`src/rtl/ones_sub_pkg.sv`:
```
// Shared definitions for the ones'-complement subtract arbiter.
// Holds the default operand width, requester count, FSM state type and a
// single-bit full-adder helper used by the arithmetic unit.
package ones_sub_pkg;

  localparam int ONES_SUB_WIDTH = 4;
  localparam int ONES_SUB_NREQ  = 2;

  typedef enum logic [1:0] {
    ST_IDLE = 2'd0,
    ST_EXEC = 2'd1,
    ST_HOLD = 2'd2
  } state_e;

  // Returns {carry_out, sum}.
  function automatic logic [1:0] full_add(input logic x, input logic y, input logic cin);
    full_add = {(x & y) | (x & cin) | (y & cin), x ^ y ^ cin};
  endfunction

endpackage

```
`src/rtl/ones_sub_arbiter_if.sv`:
```
// Request/result bundle for ones_sub_arbiter.
// Ports: req_valid/req_ready per requester, two operand pairs, and a
//   valid/ready result channel carrying data, owner id and negative-zero flag.
interface ones_sub_arbiter_if
  import ones_sub_pkg::*;
#(
  parameter int WIDTH = ONES_SUB_WIDTH
);

  logic [ONES_SUB_NREQ-1:0] req_valid;
  logic [ONES_SUB_NREQ-1:0] req_ready;
  logic [WIDTH-1:0]         req_a0;
  logic [WIDTH-1:0]         req_b0;
  logic [WIDTH-1:0]         req_a1;
  logic [WIDTH-1:0]         req_b1;
  logic                     res_valid;
  logic                     res_ready;
  logic [WIDTH-1:0]         res_data;
  logic                     res_id;
  logic                     res_negzero;

  // Requesters and result consumer.
  modport master (
    output req_valid, req_a0, req_b0, req_a1, req_b1, res_ready,
    input  req_ready, res_valid, res_data, res_id, res_negzero
  );

  // The arbiter itself.
  modport slave (
    input  req_valid, req_a0, req_b0, req_a1, req_b1, res_ready,
    output req_ready, res_valid, res_data, res_id, res_negzero
  );

endinterface

```
`src/rtl/ones_sub_unit.sv`:
```
// Ones'-complement subtractor Y = A - B, purely combinational.
// Ports: a_i minuend, b_i subtrahend, y_o difference, negzero_o when y_o is all-ones.
// No state, no backpressure; result valid in the same cycle as the operands.
module ones_sub_unit
  import ones_sub_pkg::*;
#(
  parameter int WIDTH = ONES_SUB_WIDTH
) (
  input  logic [WIDTH-1:0] a_i,
  input  logic [WIDTH-1:0] b_i,
  output logic [WIDTH-1:0] y_o,
  output logic             negzero_o
);

  logic [WIDTH-1:0] sum1;
  logic [WIDTH-1:0] sum2;
  logic             carry;
  logic             end_carry;
  logic [1:0]       fa;

  always_comb begin
    sum1      = '0;
    sum2      = '0;
    carry     = 1'b0;
    end_carry = 1'b0;
    fa        = '0;
    // First ripple pass: A + ~B with no carry in.
    for (int i = 0; i < WIDTH; i++) begin
      fa      = full_add(a_i[i], ~b_i[i], carry);
      sum1[i] = fa[0];
      carry   = fa[1];
    end
    end_carry = carry;
    // Second ripple pass folds the end-around carry back into bit 0. It can
    // never overflow, so its final carry is dropped.
    carry = end_carry;
    for (int i = 0; i < WIDTH; i++) begin
      fa      = full_add(sum1[i], 1'b0, carry);
      sum2[i] = fa[0];
      carry   = fa[1];
    end
  end

  assign y_o       = sum2;
  // A == B yields negative zero; it is deliberately left un-normalised.
  assign negzero_o = &sum2;

endmodule

```
`src/rtl/ones_sub_arbiter.sv`:
```
// Two-requester round-robin front end to a ones'-complement subtractor.
// Ports: clk, rst_n (async active-low), bus (slave side of ones_sub_arbiter_if).
// Latency: request handshake -> result valid two cycles later; at most one op per 3 cycles.
// Backpressure: result held stable until res_ready; no request accepted outside IDLE.
module ones_sub_arbiter
  import ones_sub_pkg::*;
#(
  parameter int WIDTH = ONES_SUB_WIDTH
) (
  input  logic               clk,
  input  logic               rst_n,
  ones_sub_arbiter_if.slave  bus
);

  state_e                   state_q, state_d;
  logic [WIDTH-1:0]         a_q, b_q;
  logic                     id_q;
  logic                     last_grant_q;
  logic [WIDTH-1:0]         res_data_q;
  logic                     res_id_q;
  logic                     res_negzero_q;
  logic                     res_valid_q;

  logic                     grant_vld;
  logic                     grant_id;
  logic                     req_hs;
  logic [ONES_SUB_NREQ-1:0] req_ready;
  logic [WIDTH-1:0]         diff;
  logic                     diff_negzero;

  ones_sub_unit #(.WIDTH(WIDTH)) u_unit (
    .a_i       (a_q),
    .b_i       (b_q),
    .y_o       (diff),
    .negzero_o (diff_negzero)
  );

  // On a tie the requester that did not win last time gets the grant.
  always_comb begin
    grant_vld = 1'b0;
    grant_id  = 1'b0;
    case (bus.req_valid)
      2'b01: begin grant_vld = 1'b1; grant_id = 1'b0;          end
      2'b10: begin grant_vld = 1'b1; grant_id = 1'b1;          end
      2'b11: begin grant_vld = 1'b1; grant_id = ~last_grant_q; end
      default: ;
    endcase
  end

  always_comb begin
    state_d   = state_q;
    req_ready = '0;
    req_hs    = 1'b0;
    case (state_q)
      ST_IDLE: begin
        // ready is only raised toward a requester that is already valid, so
        // raising it is the handshake.
        if (grant_vld) begin
          req_ready = grant_id ? 2'b10 : 2'b01;
          req_hs    = 1'b1;
          state_d   = ST_EXEC;
        end
      end
      ST_EXEC: state_d = ST_HOLD;
      ST_HOLD: if (bus.res_ready) state_d = ST_IDLE;
      default: state_d = ST_IDLE;
    endcase
  end

  always_ff @(posedge clk or negedge rst_n) begin
    if (!rst_n) begin
      state_q       <= ST_IDLE;
      a_q           <= '0;
      b_q           <= '0;
      id_q          <= 1'b0;
      last_grant_q  <= 1'b1;   // requester 0 wins the first tie
      res_data_q    <= '0;
      res_id_q      <= 1'b0;
      res_negzero_q <= 1'b0;
      res_valid_q   <= 1'b0;
    end else begin
      state_q <= state_d;
      if (req_hs) begin
        a_q          <= grant_id ? bus.req_a1 : bus.req_a0;
        b_q          <= grant_id ? bus.req_b1 : bus.req_b0;
        id_q         <= grant_id;
        last_grant_q <= grant_id;
      end
      if (state_q == ST_EXEC) begin
        res_data_q    <= diff;
        res_id_q      <= id_q;
        res_negzero_q <= diff_negzero;
        res_valid_q   <= 1'b1;
      end
      if ((state_q == ST_HOLD) && bus.res_ready) begin
        res_valid_q <= 1'b0;
      end
    end
  end

  assign bus.req_ready   = req_ready;
  assign bus.res_valid   = res_valid_q;
  assign bus.res_data    = res_data_q;
  assign bus.res_id      = res_id_q;
  assign bus.res_negzero = res_negzero_q;

endmodule
```
`src/flat_wrapper.sv`:
```
// flat-port wrapper written by rule: the top's interface ports become plain ports
module ones_sub_arbiter_flat import ones_sub_pkg::*;
#(
  parameter int WIDTH = ONES_SUB_WIDTH
)
  (clk, rst_n, bus_req_valid, bus_req_a0, bus_req_b0, bus_req_a1, bus_req_b1, bus_res_ready, bus_req_ready, bus_res_valid, bus_res_data, bus_res_id, bus_res_negzero);
  ones_sub_arbiter_if #(.WIDTH(WIDTH)) bus_i ();
  input  logic clk;
  input  logic rst_n;
  input wire logic [$bits(bus_i.req_valid)-1:0] bus_req_valid;
  input wire logic [$bits(bus_i.req_a0)-1:0] bus_req_a0;
  input wire logic [$bits(bus_i.req_b0)-1:0] bus_req_b0;
  input wire logic [$bits(bus_i.req_a1)-1:0] bus_req_a1;
  input wire logic [$bits(bus_i.req_b1)-1:0] bus_req_b1;
  input wire logic [$bits(bus_i.res_ready)-1:0] bus_res_ready;
  output wire logic [$bits(bus_i.req_ready)-1:0] bus_req_ready;
  output wire logic [$bits(bus_i.res_valid)-1:0] bus_res_valid;
  output wire logic [$bits(bus_i.res_data)-1:0] bus_res_data;
  output wire logic [$bits(bus_i.res_id)-1:0] bus_res_id;
  output wire logic [$bits(bus_i.res_negzero)-1:0] bus_res_negzero;
  assign bus_i.req_valid = bus_req_valid;
  assign bus_i.req_a0 = bus_req_a0;
  assign bus_i.req_b0 = bus_req_b0;
  assign bus_i.req_a1 = bus_req_a1;
  assign bus_i.req_b1 = bus_req_b1;
  assign bus_i.res_ready = bus_res_ready;
  assign bus_req_ready = bus_i.req_ready;
  assign bus_res_valid = bus_i.res_valid;
  assign bus_res_data = bus_i.res_data;
  assign bus_res_id = bus_i.res_id;
  assign bus_res_negzero = bus_i.res_negzero;
  ones_sub_arbiter #(.WIDTH(WIDTH)) u_core (.clk(clk), .rst_n(rst_n), .bus(bus_i));
endmodule
```
`config.mk`:
```
export PLATFORM = sky130hd
export DESIGN_NAME = ones_sub_arbiter_flat
export DESIGN_NICKNAME = d
export VERILOG_FILES = /design/src/rtl/ones_sub_pkg.sv /design/src/rtl/ones_sub_arbiter_if.sv /design/src/rtl/ones_sub_unit.sv /design/src/rtl/ones_sub_arbiter.sv /design/src/flat_wrapper.sv
export SDC_FILE = /design/constraint.sdc
export NUM_CORES = 1
export LEC_CHECK = 0
export CORE_AREA = 2 2 61 63
export CTS_CLUSTER_DIAMETER = 80
export CTS_CLUSTER_SIZE = 10
export DETAILED_ROUTE_END_ITERATION = 8
export DIE_AREA = 0 0 63 65
export GPL_TIMING_DRIVEN = 0
export PLACE_DENSITY_LB_ADDON = 0.1
export SETUP_SLACK_MARGIN = 0.5
export SLEW_MARGIN = 20
export SYNTH_ARGS = -nofsm -noshare
export SYNTH_HDL_FRONTEND = slang
export SYNTH_HIERARCHICAL = 1
export SYNTH_SLANG_ARGS = --single-unit
```
`constraint.sdc`:
```
create_clock -name clk -period 4.9 [get_ports clk]
set_clock_uncertainty 0.2 [all_clocks]
set_input_delay 0.735 -clock clk [delete_from_list [all_inputs] [get_ports clk]]
set_output_delay 0.735 -clock clk [all_outputs]
set_load 0.005 [all_outputs]
```
== Word level (Yosys, flattened, before mapping) ==
Index checks and enable logic that the tools add are counted.

* Bits in registers: 19
* Output and inout port bits: 9
* Logic and storage cells: 71

* Eq/ne operators: 7
* Bitwise gates (word level): 35
* Muxes and demuxes: 14
* Reductions and logical operators: 6

{| class="wikitable"
|+ Operator list
! kind !! count
|-
| 1-bit bitwise AND || 13
|-
| 1-bit XOR || 11
|-
| 2-bit two-way mux || 5
|-
| 4-bit two-way mux || 2
|-
| 2-bit equality test (second input constant) || 3
|-
| 1-bit bitwise OR || 6
|-
| 2-bit one-hot mux with 3 select lines || 1
|-
| 1-bit two-way mux || 5
|-
| 1-bit inverter || 5
|-
| 2-bit by 1-bit equality test with 1-bit output (second input constant) || 2
|-
| 4-bit AND reduction || 1
|-
| 3-bit OR reduction || 1
|-
| 2-bit zero test || 1
|-
| 2-bit by 1-bit != test with 1-bit output (second input constant) || 1
|-
| 2-bit != test (second input constant) || 1
|-
| 1-bit one-hot mux with 2 select lines || 1
|-
| 2-bit AND reduction || 1
|-
| 2-bit nonzero test || 1
|-
| 1-bit logical AND || 1
|}

== Depth between registers and ports, before layout ==
* Depth in word-level cells: 16
* Mapped depth: 11
* Depth with buffers taken out: 11

== By module ==
Netlist, hierarchy kept.

{| class="wikitable"
|+ By module, submodules not included
! module !! seq. area each (um^2) !! cells each !! instances !! area each (um^2)
|-
| ones_sub_arbiter || 476.7 || 59 || 1 || 838.3
|-
| ones_sub_unit || 0.0 || 13 || 1 || 142.6
|}

== Least setup slack after synthesis ==
No wires, ideal clock.

* Kind: reg2reg
* Start: reg u_core.a_q[0]
* End: reg u_core.res_negzero_q, in the netlist u_core/bus.res_negzero
* Buffers on the path: 0
* Arrival time: 2.802 ns
* Required time: 4.572 ns
* Setup slack: 1.771 ns
* Cell stages (with the launch flop): 11
* Path through: dfrtp_1 -> ha_1 -> fa_1 -> fa_1 -> fa_1 -> ha_1 -> ha_1 -> ha_1 -> xor2_1 -> and4_1 -> mux2_1

* Word-level cells in the longest chain between the ends: 15
* Elaborated cells between the ends (all ways): 25
* Those cells by class: 24 x bitwise; 1 x reduce/logical

{| class="wikitable"
|+ RTL lines
! item !! RTL line !! source
|-
| start: declaration || ones_sub_arbiter.sv:16 || <nowiki>logic [WIDTH-1:0] a_q, b_q;</nowiki>
|-
| start signal: assignment || ones_sub_arbiter.sv:84 || <nowiki>a_q <= grant_id ? bus.req_a1 : bus.req_a0;</nowiki>
|-
| 1-bit bitwise AND (2 in a row) || ones_sub_pkg.sv:17 || <nowiki>full_add = {(x & y) | (x & cin) | (y & cin), x ^ y ^ cin};</nowiki>
|-
| 1-bit bitwise OR (2 in a row) || ones_sub_pkg.sv:17 ||
|-
| 1-bit bitwise AND || ones_sub_pkg.sv:17 ||
|-
| 1-bit bitwise OR (2 in a row) || ones_sub_pkg.sv:17 ||
|-
| 1-bit bitwise AND || ones_sub_pkg.sv:17 ||
|-
| 1-bit bitwise OR (2 in a row) || ones_sub_pkg.sv:17 ||
|-
| 1-bit bitwise AND (3 in a row) || ones_sub_pkg.sv:17 ||
|-
| 1-bit XOR * || ones_sub_pkg.sv:17 ||
|-
| net u_core.diff[3] || ones_sub_arbiter.sv:28 || <nowiki>logic [WIDTH-1:0] diff;</nowiki>
|-
| 4-bit AND reduction * || ones_sub_unit.sv:46 || <nowiki>assign negzero_o = &sum2;</nowiki>
|-
| net u_core.diff_negzero || ones_sub_arbiter.sv:29 || <nowiki>logic diff_negzero;</nowiki>
|-
| end signal: assignment || ones_sub_arbiter.sv:92 || <nowiki>res_negzero_q <= diff_negzero;</nowiki>
|-
| end: declaration || ones_sub_arbiter.sv:21 || <nowiki>logic res_negzero_q;</nowiki>
|}

The timed path passes the listed nets; every way through them passes the cells marked *.
A chain may end at the register's enable or synchronous reset.

== Final worst setup path ==
* Start: in bus_req_valid[0]
* End: out bus_req_ready[0]

* Word-level cells in the longest chain between the ends: 5
* Elaborated cells between the ends (all ways): 9
* Those cells by class: 3 x eq/ne; 5 x mux; 1 x reduce/logical

{| class="wikitable"
|+ RTL lines
! item !! RTL line !! source
|-
| start: declaration || flat_wrapper.sv:10 || <nowiki>input wire logic [$bits(bus_i.req_valid)-1:0] bus_req_valid;</nowiki>
|-
| 2-bit equality test / 2-bit by 1-bit equality test with 1-bit output (equally long branches) || ones_sub_arbiter.sv:42 || <nowiki>case (bus.req_valid)</nowiki>
|-
| 1-bit one-hot mux with 2 select lines / 3-bit OR reduction (equally long branches) || n/a ||
|-
| 2-bit two-way mux / 1-bit two-way mux (equally long branches) || ones_sub_arbiter.sv:59, ones_sub_arbiter.sv:42 ||
|-
| 2-bit two-way mux * || ones_sub_arbiter.sv:58 || <nowiki>if (grant_vld) begin</nowiki>
|-
| 2-bit two-way mux * || ones_sub_arbiter.sv:54 || <nowiki>case (state_q)</nowiki>
|-
| end: declaration || flat_wrapper.sv:16 || <nowiki>output wire logic [$bits(bus_i.req_ready)-1:0] bus_req_ready;</nowiki>
|}

Every way passes the cells marked *; elsewhere a longest branch is shown, timed or not.

==> impl_metrics.json <==
{
  "gr-total-overflow": 0,
  "pwr-share-comb_pct": 54.4,
  "grt_use_total_pct": 10.7,
  "die_area_um2": 4100,
  "critPathBufInv": 2,
  "fmax_ghz": 0.297,
  "synth_top_area_cell": "dfrtp_1",
  "cp.required_ns": 3.96,
  "htreeDepth": 1,
  "dr_wl_met3_um": 85,
  "path_cells": "clkdlybuf4s50_1 > a21boi_4 > nor4_4 > clkdlybuf4s50_1",
  "num-nets-final": 134,
  "place.gp.congestion": 0.691,
  "ctsResizeCount": 0,
  "path_class": "primary input to output pin",
  "synth_seq_cells": 19,
  "io_buffers": 29,
  "drt-initial-drc-count": 22,
  "clockBufferDepth": 2,
  "start_kind": "primary input",
  "final_layout_size_suffix_gt1_share_pct": 19.0,
  "p_sw_mw": 0.302,
  "synth_warnings": 6,
  "num_rows": 22,
  "min_period_over_period_pct": 68.6,
  "synth_area_um2": 981,
  "cp.arrival_ns": 2.43,
  "maxCapViolCount": 0,
  "slowest_stage": "clkdlybuf4s50_1",
  "internal-power_mw": 0.536,
  "maxSlewHeadroom_pct": 42.8,
  "synth_top_cell_area_share_pct": 45.9,
  "post_drt_wl_per_cell_um": 12.2,
  "initial_core_util_pct": 28.1,
  "root_buffer": "clkbuf_4",
  "core_um2": 3500,
  "ir_drop_mv": 0.169,
  "dp_hpwl_um": 1460,
  "syn_avg_cell_area_um2": 13.6,
  "diodes": 0,
  "yosysUniqueCellTypes": 25,
  "syn_nets": 100,
  "fin_area_um2": 1360,
  "cts_made_buffers": 3,
  "drc": 0,
  "fillCellCount": 352,
  "mostFrequentLayoutCells": "clkdlybuf4s50_1 (29), dfrtp_1 (18), mux2_1 (8)",
  "io_pins": 30,
  "cts_hold_buf": 0,
  "cpMostUsedCell": "clkdlybuf4s50_1",
  "wirelength_um": 1870,
  "worst_setup_path_end_kind": "output pin",
  "seq_power_share_pct": 36.1,
  "ant_nets": 0,
  "final_cells": 153,
  "powerDensity_nw_per_um2": 617,
  "synth-seq-area-share_pct": 48.6,
  "top_layer_used": "met4",
  "antenna_found_initial": 0,
  "slowest_delay_ns": 0.58,
  "grt_pass1_vias": 739,
  "dp_cells": 149,
  "hold_path_class": "flip-flop to flip-flop",
  "hold_violations": 0,
  "placed_area_um2": 1330,
  "die-width_um": 63,
  "vias_per_cell": 4.24,
  "fp.dieH_um": 65,
  "critPathMaxFanout": 10,
  "grt_pass1_wl_um": 3380,
  "rsz0062_at_grt": "false",
  "syn_inst": 72,
  "path_delay_family": "buffers and inverters",
  "tightest_slew_ns": 0.856,
  "leakagePower_nw": 0.607,
  "clkPwrFrac_pct": 9.5,
  "via_count": 648,
  "final_common_cell": "clkdlybuf4s50_1",
  "wl_met2_um": 804,
  "clk_latency_ns": 0.29,
  "area_growth_syn_to_layout_pct": 38.5,
  "postCtsSetupBuffers": 0,
  "cts_tree": "built",
  "fin_setup_tns_ns": 0,
  "clk_pin_slew_ns": 0.11,
  "maxSlewViolCount": 0,
  "wl_met1_um": 964,
  "finalPower_mw": 0.838,
  "setup_viol": 0,
  "yosys-top-cells-area": "dfrtp_1 (46%), mux2_1 (9.2%), a221o_1 (6.1%)",
  "firstDrtPassIters": 3,
  "outcome": "complete, no violations",
  "cts_num_sinks": 19,
  "swShare_pct": 36.0,
  "grt_max_degree": 20,
  "post-route-min-period_ns": 3.36
}
final timing paths:
check                                  startpoint                     end  slack [ns]  depth (start not counted)
max                              bus_req_valid[0]        bus_req_ready[0]        1.54                          4
min                        u_core/bus.res_data[3]  u_core/bus.res_data[3]        0.29                          1
max reg2reg                         u_core/a_q[0]  u_core/bus.res_negzero        1.64                         10
min reg2reg                u_core/bus.res_data[3]  u_core/bus.res_data[3]        0.29                          1
max in group asynchronous                   rst_n           u_core/b_q[3]        3.26                          1
min in group asynchronous                   rst_n  u_core/bus.res_data[3]        0.72                          1
metal layers:
metal  vias to the layer above  global-route usage [%]
met5                         -                       0
met4                         0                    5.00
met3                         2                    2.26
met2                        17                    16.4
met1                       304                    14.5
li1                        325                       -
logic make-up after synthesis:
| family | Yosys count | synth area share, % |
|---|---|---|
| adders and majority gates | 7 | 11.2 |
| and+or+nand+nor | 15 | 12.4 |
| muxes | 10 | 11.5 |
| DFF | 19 | 48.6 |
| AOI/OAI and AO/OA | 12 | 11.5 |
| buffers and inverters | 8 | 3.95 |
| xor gates and xnor gates | 1 | 0.893 |
worst register-to-register path, stage by stage, from the launching register on:
cell and delay, ns:
dfrtp_1 0.40, ha_1 0.21, fa_1 0.40, fa_1 0.39
fa_1 0.37, ha_1 0.19, ha_1 0.18, ha_1 0.19
xor2_1 0.15, and4_1 0.20, mux2_1 0.28
synthesized netlist by cell type:
cell type and instances:
a21boi_4 1, a21o_1 2, a21oi_1 2, a221o_1 6, and2_2 1, and3_2 6
and4_1 1, buf_2 1, buf_6 1, dfrtp_1 18, dfstp_2 1, fa_1 3
ha_1 4, inv_1 6, mux2_1 8, mux2_2 2, nand2_1 1, nor2_1 1
nor2_4 1, nor2b_1 1, nor3b_1 1, nor4_4 1, o21ai_2 1, or2_1 1
xor2_1 1
cell type report:
cell class	count	area, um2	share of cell area [%]
repair buffers	29	290	21.4
multi-input cells	45	465	34.3
clock inverters	1	5.00	0.368
well taps	48	60.1	4.42
clock buffers	3	22.5	1.66
plain buffers	2	16.3	1.20
inverters	6	22.5	1.66
flip-flops and latches	19	477	35.1
power groups by stage:
stage                     logic, mW  registers, mW  clock network (mW)
after floorplan               0.296          0.299                   0
after global placement        0.465          0.307                   0
after detailed placement      0.465          0.309                   0
after CTS                     0.468          0.305              0.0860
after global routing          0.524          0.317              0.0921
final                         0.456          0.303              0.0797
through the flow:
step | utilization [%] | hold WS [ns] | setup slack [ns]
after floorplan | - | 0.239 | 1.77
after global placement | 38.1 | 0.266 | 1.47
after detailed placement | 38.1 | 0.275 | 1.50
after CTS | 38.9 | 0.303 | 1.50
after global routing | 38.9 | 0.330 | 1.42
final | 38.9 | 0.294 | 1.54
registers in the layout, summed over array words and instances (netlist names):
name	flops
u_core/bus.res_negzero	1
u_core/a_q	4
u_core/bus.res_data	4
u_core/last_grant_q	1
u_core/bus.res_id	1
u_core/bus.res_valid	1
u_core/state_q	2
u_core/b_q	4
u_core/id_q	1
Power figures use the tool's default switching activity.
